--- config.mk ---
export PLATFORM = sky130hd
export DESIGN_NAME = jt10_adpcma_fetch_flat
export DESIGN_NICKNAME = d
export VERILOG_FILES = /design/src/rtl/jt10_adpcma_fetch_pkg.sv /design/src/rtl/jt10_adpcma_fetch_if.sv /design/src/rtl/jt10_adpcma_rr_arb.sv /design/src/rtl/jt10_adpcma_fetch.sv /design/src/flat_wrapper.sv
export SDC_FILE = /design/constraint.sdc
export NUM_CORES = 1
export LEC_CHECK = 0
export BUFFER_PORTS_ARGS = -buffer_cell sky130_fd_sc_hd__buf_2
export CAP_MARGIN = 25
export CORE_MARGIN = 2
export CORE_UTILIZATION = 31
export CTS_CLUSTER_SIZE = 12
export DETAILED_ROUTE_END_ITERATION = 10
export GPL_TIMING_DRIVEN = 0
export SLEW_MARGIN = 5
export SYNTH_ARGS = -nofsm -noshare
export SYNTH_HDL_FRONTEND = slang
export SYNTH_HIERARCHICAL = 1
export SYNTH_SLANG_ARGS = --single-unit
export TNS_END_PERCENT = 100
--- constraint.sdc ---
create_clock -name clk -period 5.2 [get_ports clk]
set_clock_uncertainty 0.05 [all_clocks]
set_input_delay 1.04 -clock clk [delete_from_list [all_inputs] [get_ports clk]]
set_output_delay 1.04 -clock clk [all_outputs]
set_load 0.01 [all_outputs]
--- src/rtl/jt10_adpcma_fetch_pkg.sv ---
// jt10_adpcma_pkg: shared types and constants for the ADPCM-A ROM fetch stage.
//   NumCh     - number of ADPCM-A channels in the slot rotation
//   RomAw     - ROM byte address width ({bank, addr})
//   fetch_st_e - ROM request FSM states
//   next_idx  - wrap-around increment of a channel index
package jt10_adpcma_pkg;

    localparam int unsigned NumCh = 6;
    localparam int unsigned RomAw = 24;

    typedef enum logic {
        StIdle,
        StWait
    } fetch_st_e;

    typedef logic [2:0] ch_idx_t;

    function automatic ch_idx_t next_idx(input ch_idx_t i);
        return (i == ch_idx_t'(NumCh - 1)) ? ch_idx_t'(0) : ch_idx_t'(i + ch_idx_t'(1));
    endfunction

endpackage

--- src/rtl/jt10_adpcma_fetch_if.sv ---
// jt10_adpcma_fetch_if: ROM port of the ADPCM-A fetch stage.
//   rom_addr  24  byte address {bank, addr}, stable while rom_cs is high
//   rom_cs     1  request strobe
//   rom_data   8  returned byte
//   rom_ok     1  rom_data valid (only honoured while rom_cs is high)
// master: fetch stage side; slave: ROM side.
interface jt10_adpcma_fetch_if;
    import jt10_adpcma_pkg::*;

    logic [RomAw-1:0] rom_addr;
    logic             rom_cs;
    logic [7:0]       rom_data;
    logic             rom_ok;

    modport master (
        output rom_addr,
        output rom_cs,
        input  rom_data,
        input  rom_ok
    );

    modport slave (
        input  rom_addr,
        input  rom_cs,
        output rom_data,
        output rom_ok
    );

endinterface

--- src/rtl/jt10_adpcma_rr_arb.sv ---
// jt10_adpcma_rr_arb: 6-way round-robin picker.
//   req    in   NumCh  pending requests
//   last   in   3      index of the last channel served
//   grant  out  3      first requesting channel after 'last' (wrapping)
//   valid  out  1      at least one request present
module jt10_adpcma_rr_arb
    import jt10_adpcma_pkg::*;
(
    input  logic [NumCh-1:0] req,
    input  ch_idx_t          last,
    output ch_idx_t          grant,
    output logic             valid
);

    ch_idx_t idx;

    always_comb begin
        grant = '0;
        valid = 1'b0;
        idx   = last;
        for (int i = 0; i < NumCh; i++) begin
            idx = next_idx(idx);
            if (!valid && req[idx]) begin
                grant = idx;
                valid = 1'b1;
            end
        end
    end

endmodule

--- src/rtl/jt10_adpcma_fetch.sv ---
// jt10_adpcma_fetch: ROM fetch stage between the ADPCM-A address counter and decoder.
// Each channel's read request is captured on its slot visit, fetched through a
// variable-latency ROM port, and the selected nibble is delivered on the channel's
// next visit of the 6-slot rotation.
//
// Ports:
//   clk, rst_n      clock, asynchronous active-low reset
//   cen             slot enable, one channel slot per cen
//   cur_ch    [5:0] one-hot current channel (non-one-hot slot is a no-op)
//   addr     [19:0] byte address, bank [3:0], sel (0 = [7:4], 1 = [3:0])
//   roe_n           read request (active low), decon: decoding this slot
//   clr             channel restart
//   rom             ROM port (jt10_adpcma_fetch_if.master)
//   nibble [3:0], nib_valid, clr_out   registered on each visit, held until next cen
//   late   [5:0]    sticky underrun flags, cleared per bit by clr_late [5:0]
//
// Build option: JT10_ADPCMA_FETCH_CACHE_EN enables a one-byte tag per channel so the
// second nibble of a byte is served without a ROM access.
module jt10_adpcma_fetch
    import jt10_adpcma_pkg::*;
(
    input  logic                 rst_n,
    input  logic                 clk,
    input  logic                 cen,
    input  logic [NumCh-1:0]     cur_ch,
    input  logic [19:0]          addr,
    input  logic [3:0]           bank,
    input  logic                 sel,
    input  logic                 roe_n,
    input  logic                 decon,
    input  logic                 clr,
    jt10_adpcma_fetch_if.master  rom,
    output logic [3:0]           nibble,
    output logic                 nib_valid,
    output logic                 clr_out,
    output logic [NumCh-1:0]     late,
    input  logic [NumCh-1:0]     clr_late
);

    // Per-channel entries
    logic [7:0]       data_q [NumCh];
    logic [RomAw-1:0] req_q  [NumCh];
    logic [NumCh-1:0] sel_q, clr_q, deliver_q, ready_q, pending_q;
`ifdef JT10_ADPCMA_FETCH_CACHE_EN
    logic [RomAw-1:0] tag_q  [NumCh];
    logic [NumCh-1:0] tag_v_q;
`endif

    // FSM state
    fetch_st_e        state_q;
    logic             rom_cs_q;
    logic [RomAw-1:0] rom_addr_q;
    ch_idx_t          cur_q;
    ch_idx_t          last_q;
    logic             abort_q;

    // Slot decode
    logic             one_hot;
    logic             vis;
    logic [NumCh-1:0] vis_oh;
    ch_idx_t          vis_idx;
    logic [RomAw-1:0] req_addr;
    logic             hit;
    logic             late_now;
    logic [NumCh-1:0] late_set;
    logic             abort_set;
    logic             fill;
    logic [NumCh-1:0] arb_req;
    ch_idx_t          arb_grant;
    logic             arb_valid;

    assign req_addr     = {bank, addr};
    assign rom.rom_cs   = rom_cs_q;
    assign rom.rom_addr = rom_addr_q;

    always_comb begin
        one_hot = (cur_ch != '0) && ((cur_ch & (cur_ch - NumCh'(1))) == '0);
        vis     = cen & one_hot;
        vis_oh  = vis ? cur_ch : '0;
        vis_idx = '0;
        for (int i = 0; i < NumCh; i++) begin
            if (cur_ch[i]) vis_idx = ch_idx_t'(i);
        end
    end

`ifdef JT10_ADPCMA_FETCH_CACHE_EN
    // A restart invalidates the tag before the lookup, so clr always misses.
    assign hit = tag_v_q[vis_idx] & ~clr & (tag_q[vis_idx] == req_addr);
`else
    assign hit = 1'b0;
`endif

    always_comb begin
        late_now  = vis & deliver_q[vis_idx] & ~ready_q[vis_idx];
        late_set  = late_now ? vis_oh : '0;
        // Any visit of the channel in flight that replaces, restarts or
        // underruns it makes the returning byte stale.
        abort_set = (state_q == StWait) && vis && (vis_idx == cur_q) &&
                    (~roe_n | clr | late_now);
        fill      = (state_q == StWait) & rom.rom_ok & ~abort_q & ~abort_set;
        // The channel being visited this clk may be re-latched; grant it next clk.
        arb_req   = pending_q & ~vis_oh;
    end

    jt10_adpcma_rr_arb u_arb (
        .req   (arb_req),
        .last  (last_q),
        .grant (arb_grant),
        .valid (arb_valid)
    );

    // Entry update: ROM fill first, then the slot capture overrides for the same channel.
    always_ff @(posedge clk or negedge rst_n) begin
        if (!rst_n) begin
            for (int c = 0; c < NumCh; c++) begin
                data_q[c] <= '0;
                req_q[c]  <= '0;
`ifdef JT10_ADPCMA_FETCH_CACHE_EN
                tag_q[c]  <= '0;
`endif
            end
            sel_q     <= '0;
            clr_q     <= '0;
            deliver_q <= '0;
            ready_q   <= '0;
            pending_q <= '0;
`ifdef JT10_ADPCMA_FETCH_CACHE_EN
            tag_v_q   <= '0;
`endif
        end else begin
            for (int c = 0; c < NumCh; c++) begin
                if (fill && (cur_q == ch_idx_t'(c))) begin
                    data_q[c]    <= rom.rom_data;
                    ready_q[c]   <= 1'b1;
                    pending_q[c] <= 1'b0;
`ifdef JT10_ADPCMA_FETCH_CACHE_EN
                    tag_q[c]     <= rom_addr_q;
                    tag_v_q[c]   <= 1'b1;
`endif
                end
                if (vis && (vis_idx == ch_idx_t'(c))) begin
                    if (late_now) pending_q[c] <= 1'b0;
                    deliver_q[c] <= decon & ~roe_n;
                    sel_q[c]     <= sel;
                    clr_q[c]     <= clr;
`ifdef JT10_ADPCMA_FETCH_CACHE_EN
                    if (clr) tag_v_q[c] <= 1'b0;
`endif
                    if (!roe_n) begin
                        if (hit) begin
                            ready_q[c]   <= 1'b1;
                            pending_q[c] <= 1'b0;
                        end else begin
                            ready_q[c]   <= 1'b0;
                            pending_q[c] <= 1'b1;
                            req_q[c]     <= req_addr;
                        end
                    end
                end
            end
        end
    end

    // ROM request FSM with registered strobe and address.
    always_ff @(posedge clk or negedge rst_n) begin
        if (!rst_n) begin
            state_q    <= StIdle;
            rom_cs_q   <= 1'b0;
            rom_addr_q <= '0;
            cur_q      <= '0;
            last_q     <= ch_idx_t'(NumCh - 1);
            abort_q    <= 1'b0;
        end else begin
            case (state_q)
                StIdle: begin
                    if (arb_valid) begin
                        rom_addr_q <= req_q[arb_grant];
                        rom_cs_q   <= 1'b1;
                        cur_q      <= arb_grant;
                        last_q     <= arb_grant;
                        abort_q    <= 1'b0;
                        state_q    <= StWait;
                    end
                end
                StWait: begin
                    if (rom.rom_ok) begin
                        rom_cs_q <= 1'b0;
                        abort_q  <= 1'b0;
                        state_q  <= StIdle;
                    end else if (abort_set) begin
                        abort_q <= 1'b1;
                    end
                end
                default: begin
                    rom_cs_q <= 1'b0;
                    state_q  <= StIdle;
                end
            endcase
        end
    end

    // Decoder-facing outputs, updated only on a valid slot visit.
    always_ff @(posedge clk or negedge rst_n) begin
        if (!rst_n) begin
            nibble    <= '0;
            nib_valid <= 1'b0;
            clr_out   <= 1'b0;
            late      <= '0;
        end else begin
            if (vis) begin
                nib_valid <= deliver_q[vis_idx] & ready_q[vis_idx];
                nibble    <= (deliver_q[vis_idx] & ready_q[vis_idx]) ?
                             (sel_q[vis_idx] ? data_q[vis_idx][3:0] : data_q[vis_idx][7:4]) :
                             4'h0;
                clr_out   <= clr_q[vis_idx];
            end
            late <= ~clr_late & (late | late_set);
        end
    end

endmodule

--- src/flat_wrapper.sv ---
// flat-port wrapper written by rule: the top's interface ports become plain ports
module jt10_adpcma_fetch_flat import jt10_adpcma_pkg::*;
  (rst_n, clk, cen, cur_ch, addr, bank, sel, roe_n, decon, clr, nibble, nib_valid, clr_out, late, clr_late, rom_rom_addr, rom_rom_cs, rom_rom_data, rom_rom_ok);
  jt10_adpcma_fetch_if rom_i ();
  input  logic rst_n;
  input  logic clk;
  input  logic cen;
  input  logic [NumCh-1:0] cur_ch;
  input  logic [19:0] addr;
  input  logic [3:0] bank;
  input  logic sel;
  input  logic roe_n;
  input  logic decon;
  input  logic clr;
  output logic [3:0] nibble;
  output logic nib_valid;
  output logic clr_out;
  output logic [NumCh-1:0] late;
  input  logic [NumCh-1:0] clr_late;
  output wire logic [$bits(rom_i.rom_addr)-1:0] rom_rom_addr;
  output wire logic [$bits(rom_i.rom_cs)-1:0] rom_rom_cs;
  input wire logic [$bits(rom_i.rom_data)-1:0] rom_rom_data;
  input wire logic [$bits(rom_i.rom_ok)-1:0] rom_rom_ok;
  assign rom_rom_addr = rom_i.rom_addr;
  assign rom_rom_cs = rom_i.rom_cs;
  assign rom_i.rom_data = rom_rom_data;
  assign rom_i.rom_ok = rom_rom_ok;
  jt10_adpcma_fetch u_core (.rst_n(rst_n), .clk(clk), .cen(cen), .cur_ch(cur_ch), .addr(addr), .bank(bank), .sel(sel), .roe_n(roe_n), .decon(decon), .clr(clr), .rom(rom_i), .nibble(nibble), .nib_valid(nib_valid), .clr_out(clr_out), .late(late), .clr_late(clr_late));
endmodule
==> results.yml, run 1 <==
outcome:
  status: "complete, no violations"
cts:
  cts.clk_slew.worst_paths_ps: 60
  cts_num_sinks: 266
  root_buffer: "clkbuf_16"
  ctsHtreeMaxLevel: 1
  clk_latency_ps: 570
  hold_buffers: 0
  cts_tree: "yes"
  clockBufferDepth: 3
  cts_buffers: 30
die:
  die_w_um: 207.6
  die_h_um: 207.6
  pin_count: 89
  core_um2: 40920
  dieArea_um2: 43120
  start_util: 0.3141
  row_count: 74
global_routing:
  grt_pass1_vias: 9283
  grt_overflow: 0
  grt_pass1_wl_um: 54300
  grt_max_degree: 113
  grt_use_total: 0.1580
  antenna_found_initial: 5
synth:
  muxShareOfSynthArea: 0.2164
  synth_xor_area_frac: 0.002725
  yosys_register_bits: 266
  syn_nets: 1073
  synth_warnings: 6
  async_flop_share: 1.000
  synth_cell_types: 77
  synth_top_area_cell: "dfrtp_1"
  synth.top_cell.area_share: 0.5139
  synth_area_leaders: "dfrtp_1 51%, mux2_2 15%, mux4_2 4.2%"
  avgSynthCellArea_um2: 12.67
  syn_area_um2: 12860
  synth-seq-area-share: 0.5180
  ys.flop_type: "dfrtp_1"
  synth_compound_area_frac: 0.1339
  synthAdderAreaFrac: 0.005839
  synth_simple_gate_area_share: 0.08876
  synth_top_family_by_area: "multiplexers"
  syn_inst: 1015
  synth_edf_count: 0
final_layout:
  area_delta_synth_final_pct: 23.19
  regArea_um2: 6660
  design_area_um2: 15840
  layoutNonFillerInstCount: 1721
  fill_cells: 3903
  final_common_cell: "dfrtp_1"
  multiInputGateArea_um2: 6191
  layout-drive-gt1-share: 0.4285
  final_cell_mix: "263 x dfrtp_1, 169 x mux2_2, 109 x buf_2, 78 x nor2_1, 59 x nand2_1"
  nets: 1222
timing:
  hold_slack_ps: 370.2
  slew_violations: 0
  hold_viol_final: 0
  slew_headroom: 0.3465
  setup_slack_ps: 137.4
  setup_viol: 0
  fmax_ghz: 0.1975
  period_minus_slack_ps: 5063
  fin_crit_sh: 0.9736
  tightest_slew_ps: 973.7
place:
  placed_cells: 1636
  gp_congestion: 0.8969
  numPortBuffers: 87
  post_dp_cell_area_um2: 14070
  dp_hpwl_um: 23170
  pre_cts_ws_ps: -1577
critical_path:
  crit_chain: "buf_8, buf_8, buf_8, a21oi_2, ha_4, o21ai_4, ha_4, inv_1, a21oi_2, inv_2, ha_4, nand2_4, ha_4, nand3_4, xnor2_4, mux2i_4, o31ai_2, a211oi_2, buf_4, buf_6, buf_12, mux4_2, a221oi_4, nor2_1"
  cp.arrival_ps: 5470
  critPathRequiredTime_ps: 5610
  ff2ff_setup_slack_ps: 140
  max_stage_delay_ps: 550
  worstSetupStartpointType: "flip-flop"
  slowest_stage: "dfstp_2"
  worstPathMaxFanout: 7
  critPathKind: "reg2reg"
  critPathCaptureType: "flip-flop"
  crit_top_cell: "ha_4"
run:
  cap_violations: 0
detailed_routing:
  via_per_inst: 5.319
  ant_nets: 0
  wl_per_cell_um: 20.50
  num_vias: 9154
  wl_um: 35290
  drc_errors: 0
  drt-pass1-iter-count: 5
  drt_iter0_markers: 830
worst_hold_path:
  hold_path.class: "in2async"
==> synthesized netlist by cell type (all sizes together) (3+ instances only) <==
library cell / number
nand2b: 8
a21oi: 16
inv: 20
nand3b: 9
o211ai: 9
o2bb2ai: 48
o22ai: 10
nand2: 62
nor2b: 14
clkbuf: 24
a32o: 4
xnor2: 4
buf: 41
mux2i: 6
nor2: 84
nor3: 12
and2: 7
a31o: 3
o21ai: 18
nor4: 3
nor3b: 6
mux4: 24
nand3: 11
a31oi: 6
a22oi: 15
o221ai: 10
a211o: 3
mux2: 187
a21boi: 3
a221oi: 28
or3: 4
o21bai: 4
nand4: 5
dfrtp: 264
o31ai: 4
ha: 6
a211oi: 6
==> stage by stage <==
stage	TNS, ps	util
3_5_place_dp	-37030	0.3438
4_1_cts	0	0.3779
6_report	0	0.3870
5_1_grt	-75.14	0.3869
3_3_place_gp	-508390	0.3422
2_1_floorplan	0	-
==> timing repair <==
item	in CTS	in global routing
endpoints found under the hold margin	0	0
setup buffers	6	20
cloned	0	2
resized for setup	68	37
endpoints found under the setup margin	31	31
pin swaps	7	10
==> per-layer routing <==
layer	up-vias	track usage	share of wire
met5	-	0	0.0014
met2	293	0.2516	0.47
met1	4678	0.2209	0.45
met3	70	0.02723	0.054
met4	8	0.04696	0.023
li1	4105	-	-
==> worst paths after layout <==
check	startpoint	end	cells past startpoint
max in group asynchronous	rst_n	u_core/req_q[112]	2
min	rst_n	u_core/nib_valid	1
max reg2reg	u_core/last_q[0]	u_core/rom.rom_addr[11]	24
min in group clk	u_core/nib_valid	u_core/nib_valid	1
max	u_core/last_q[0]	u_core/rom.rom_addr[11]	24
min reg2reg	u_core/nib_valid	u_core/nib_valid	1
==> worst max-delay path, delay by kind of cell, from the launching register on <==
kind,cells,cell delay [ps]
compound gates,6,930
xor+xnor,1,270
fa+ha+maj,4,1130
buf+inv,8,920
flops,1,550
mux,2,850
simple gates,3,230
==> flip-flops by register name, indices dropped and copies added (netlist names) <==
name	count
u_core/sel_q	6
u_core/cur_q	3
u_core/last_q	2
u_core/pending_q	6
u_core/rom.rom_addr	24
u_core/ready_q	6
u_core/late	6
u_core/deliver_q	6
u_core/state_q	1
u_core/abort_q	1
u_core/req_q	144
u_core/nib_valid	1
u_core/clr_q	6
u_core/nibble	4
u_core/rom.rom_cs	1
u_core/data_q	48
u_core/clr_out	1
==> kinds of logic after synthesis <==
kind of cell,count (synthesis)
AO/OA/AOI/OAI,204
multiplexers,217
flip-flops,266
buffers and inverters,85
AND/OR/NAND/NOR,233
adder cells (fa/ha/maj),6
XOR/XNOR,4
==> cell type report <==
class | instances | share of cell area
timing repair buffer | 117 | 0.04732
antenna | 1 | 0.0001580
clock buffer | 48 | 0.05609
clock inverter | 8 | 0.007505
multi-input combinational | 664 | 0.3909
sequential | 266 | 0.4205
inverter | 20 | 0.004740
buffer | 65 | 0.03073
tap | 532 | 0.04203
Power of run 1 is left out: the tool's default activity adds up to more than one toggle a clock period on the data nets, which glitch-free logic cannot reach.
==> inputs of run 2 (changes only) <==
- MAX_ROUTING_LAYER: default -> met4
- SKIP_LAST_GASP: default -> 1
==> results.yml, run 2 (synthesis gave the netlist of run 1 again) <==
outcome:
  status: "complete, no violations"
critical_path:
  worstSetupPathDepth: 20
  slowest_stage: "mux4_2"
  cp.arrival_ps: 5480
  worstPathMaxFanout: 9
  critPathCaptureType: "flip-flop"
  ff2ff_setup_slack_ps: 150
  cp_num_buf_inv: 5
  worstSetupStartpointType: "input port"
  crit_top_cell: "nor2_1"
  max_stage_delay_ps: 550
  cpLargestDelayFamily: "compound AO/OA/AOI/OAI gates"
  crit_chain: "buf_2, nor4_2, mux2i_1, o211a_1, buf_2, and2_2, nor2b_1, mux2i_2, nor2_1, o311ai_2, o221ai_4, nor2_1, a211oi_1, a211oi_2, buf_4, buf_6, buf_12, mux4_2, a221oi_4, nor2_1"
  critPathRequiredTime_ps: 5620
  r2r-start: "u_core/last_q[0]"
  endpoint: "u_core/rom.rom_addr[19]"
  reg2regPathDepth: 24
  critPathLaunch: "cur_ch[0]"
  regToRegEndpoint: "u_core/rom.rom_addr[19]"
  critPathKind: "in2reg"
place:
  placed_cells: 1636
  pre_cts_ws_ps: -1577
  numPortBuffers: 87
  dp_hpwl_um: 23170
  gp_congestion: 0.9121
cts:
  ctsHtreeMaxLevel: 1
  clockBufferDepth: 3
  cts_num_sinks: 266
  cts_buffers: 30
  root_buffer: "clkbuf_16"
  cts_tree: "yes"
  hold_buffers: 0
  clk_latency_ps: 570
  cts.clk_slew.worst_paths_ps: 60
detailed_routing:
  drt_iter0_markers: 730
  drc_errors: 0
  via_per_inst: 5.280
  wl_um: 35330
  wl_per_cell_um: 20.48
  num_vias: 9108
  drt-pass1-iter-count: 6
  ant_nets: 0
global_routing:
  grt_pass1_vias: 9298
  grt_use_total: 0.1628
  grt_pass1_wl_um: 54260
  antenna_found_initial: 5
  grt_max_degree: 113
  grt_overflow: 0
worst_hold_path:
  hold_path.class: "in2async"
die:
  die_h_um: 207.6
  die_w_um: 207.6
  row_count: 74
  start_util: 0.3141
  dieArea_um2: 43120
  core_um2: 40920
  pin_count: 89
final_layout:
  postLayoutCoreUtil: 0.3871
  layoutNonFillerInstCount: 1725
  largest-register: "u_core/req_q"
  nets: 1222
  layout-drive-gt1-share: 0.4276
  final_cell_mix: "263 x dfrtp_1, 169 x mux2_2, 109 x buf_2, 78 x nor2_1, 59 x nand2_1"
  area_delta_synth_final_pct: 23.22
  largest_register_ffs: 144
  final_common_cell: "dfrtp_1"
timing:
  slew_headroom: 0.3331
  slew_violations: 0
  fin_crit_sh: 0.9731
  setup_slack_ps: 140.0
  hold_viol_final: 0
  setup_viol: 0
  fmax_ghz: 0.1976
  tightest_slew_ps: 993.7
  period_minus_slack_ps: 5060
run:
  cap_violations: 0
-- run 2: layer usage --
metal,up-vias,track usage,share of wire
met2,269,0.2516,0.47
met3,65,0.02693,0.050
met1,4667,0.2210,0.46
met5,-,-,0
met4,0,0.04696,0.024
li1,4107,-,-
-- run 2: worst reg2reg max path, stage by stage (launching register included) --
cell and delay [ps]:
dfstp_2 550, buf_8 120, buf_8 120, buf_8 110, a21oi_2 70, ha_4 290
o21ai_4 80, ha_4 270, inv_1 60, a21oi_2 150, inv_2 70, ha_4 290
nand2_4 70, ha_4 280, nand3_4 100, xnor2_4 270, mux2i_4 310, o31ai_2 100
a211oi_2 210, buf_4 190, buf_6 140, buf_12 130, mux4_2 550, a221oi_4 320
nor2_1 60
-- run 2: worst min path at each step --
| stage | endpoint | slack, ps | cells after the start |
|---|---|---|---|
| final | u_core/nib_valid | 370 | 1 |
| after CTS | u_core/nib_valid | 380 | 1 |
| after global routing | u_core/nib_valid | 390 | 1 |
| after floorplan | u_core/last_q[0] | 400 | 2 |
| after global placement | u_core/nib_valid | 410 | 1 |
| after detailed placement | u_core/last_q[0] | 410 | 2 |
-- run 2: cell type report --
cell class | count | area, µm²
fill | 3899 | 25080
sequential | 266 | 6660
multi-input combinational | 664 | 6185
clock buffer | 48 | 888.4
timing repair buffer | 117 | 749.5
tap | 532 | 665.6
buffer | 65 | 486.7
clock inverter | 8 | 118.9
inverter | 20 | 75.07
antenna | 5 | 12.51
-- run 2: per-stage QoR --
stage	cell area [µm²]	TNS [ps]	hold slack (ps)
3_3_place_gp	14010	-508390	409.2
3_5_place_dp	14070	-37030	411.2
4_1_cts	15460	-44.46	377.5
5_1_grt	15840	-54.59	394.5
6_report	15840	0	370.6
2_1_floorplan	12900	0	396.2
-- run 2: what timing repair did --
action | CTS | global route
pin swaps | 7 | 10
cloned | 0 | 2
resized for setup | 66 | 39
buffers inserted | 6 | 20
setup endpoints to repair | 31 | 31
Power of run 2 is left out for the same reason.
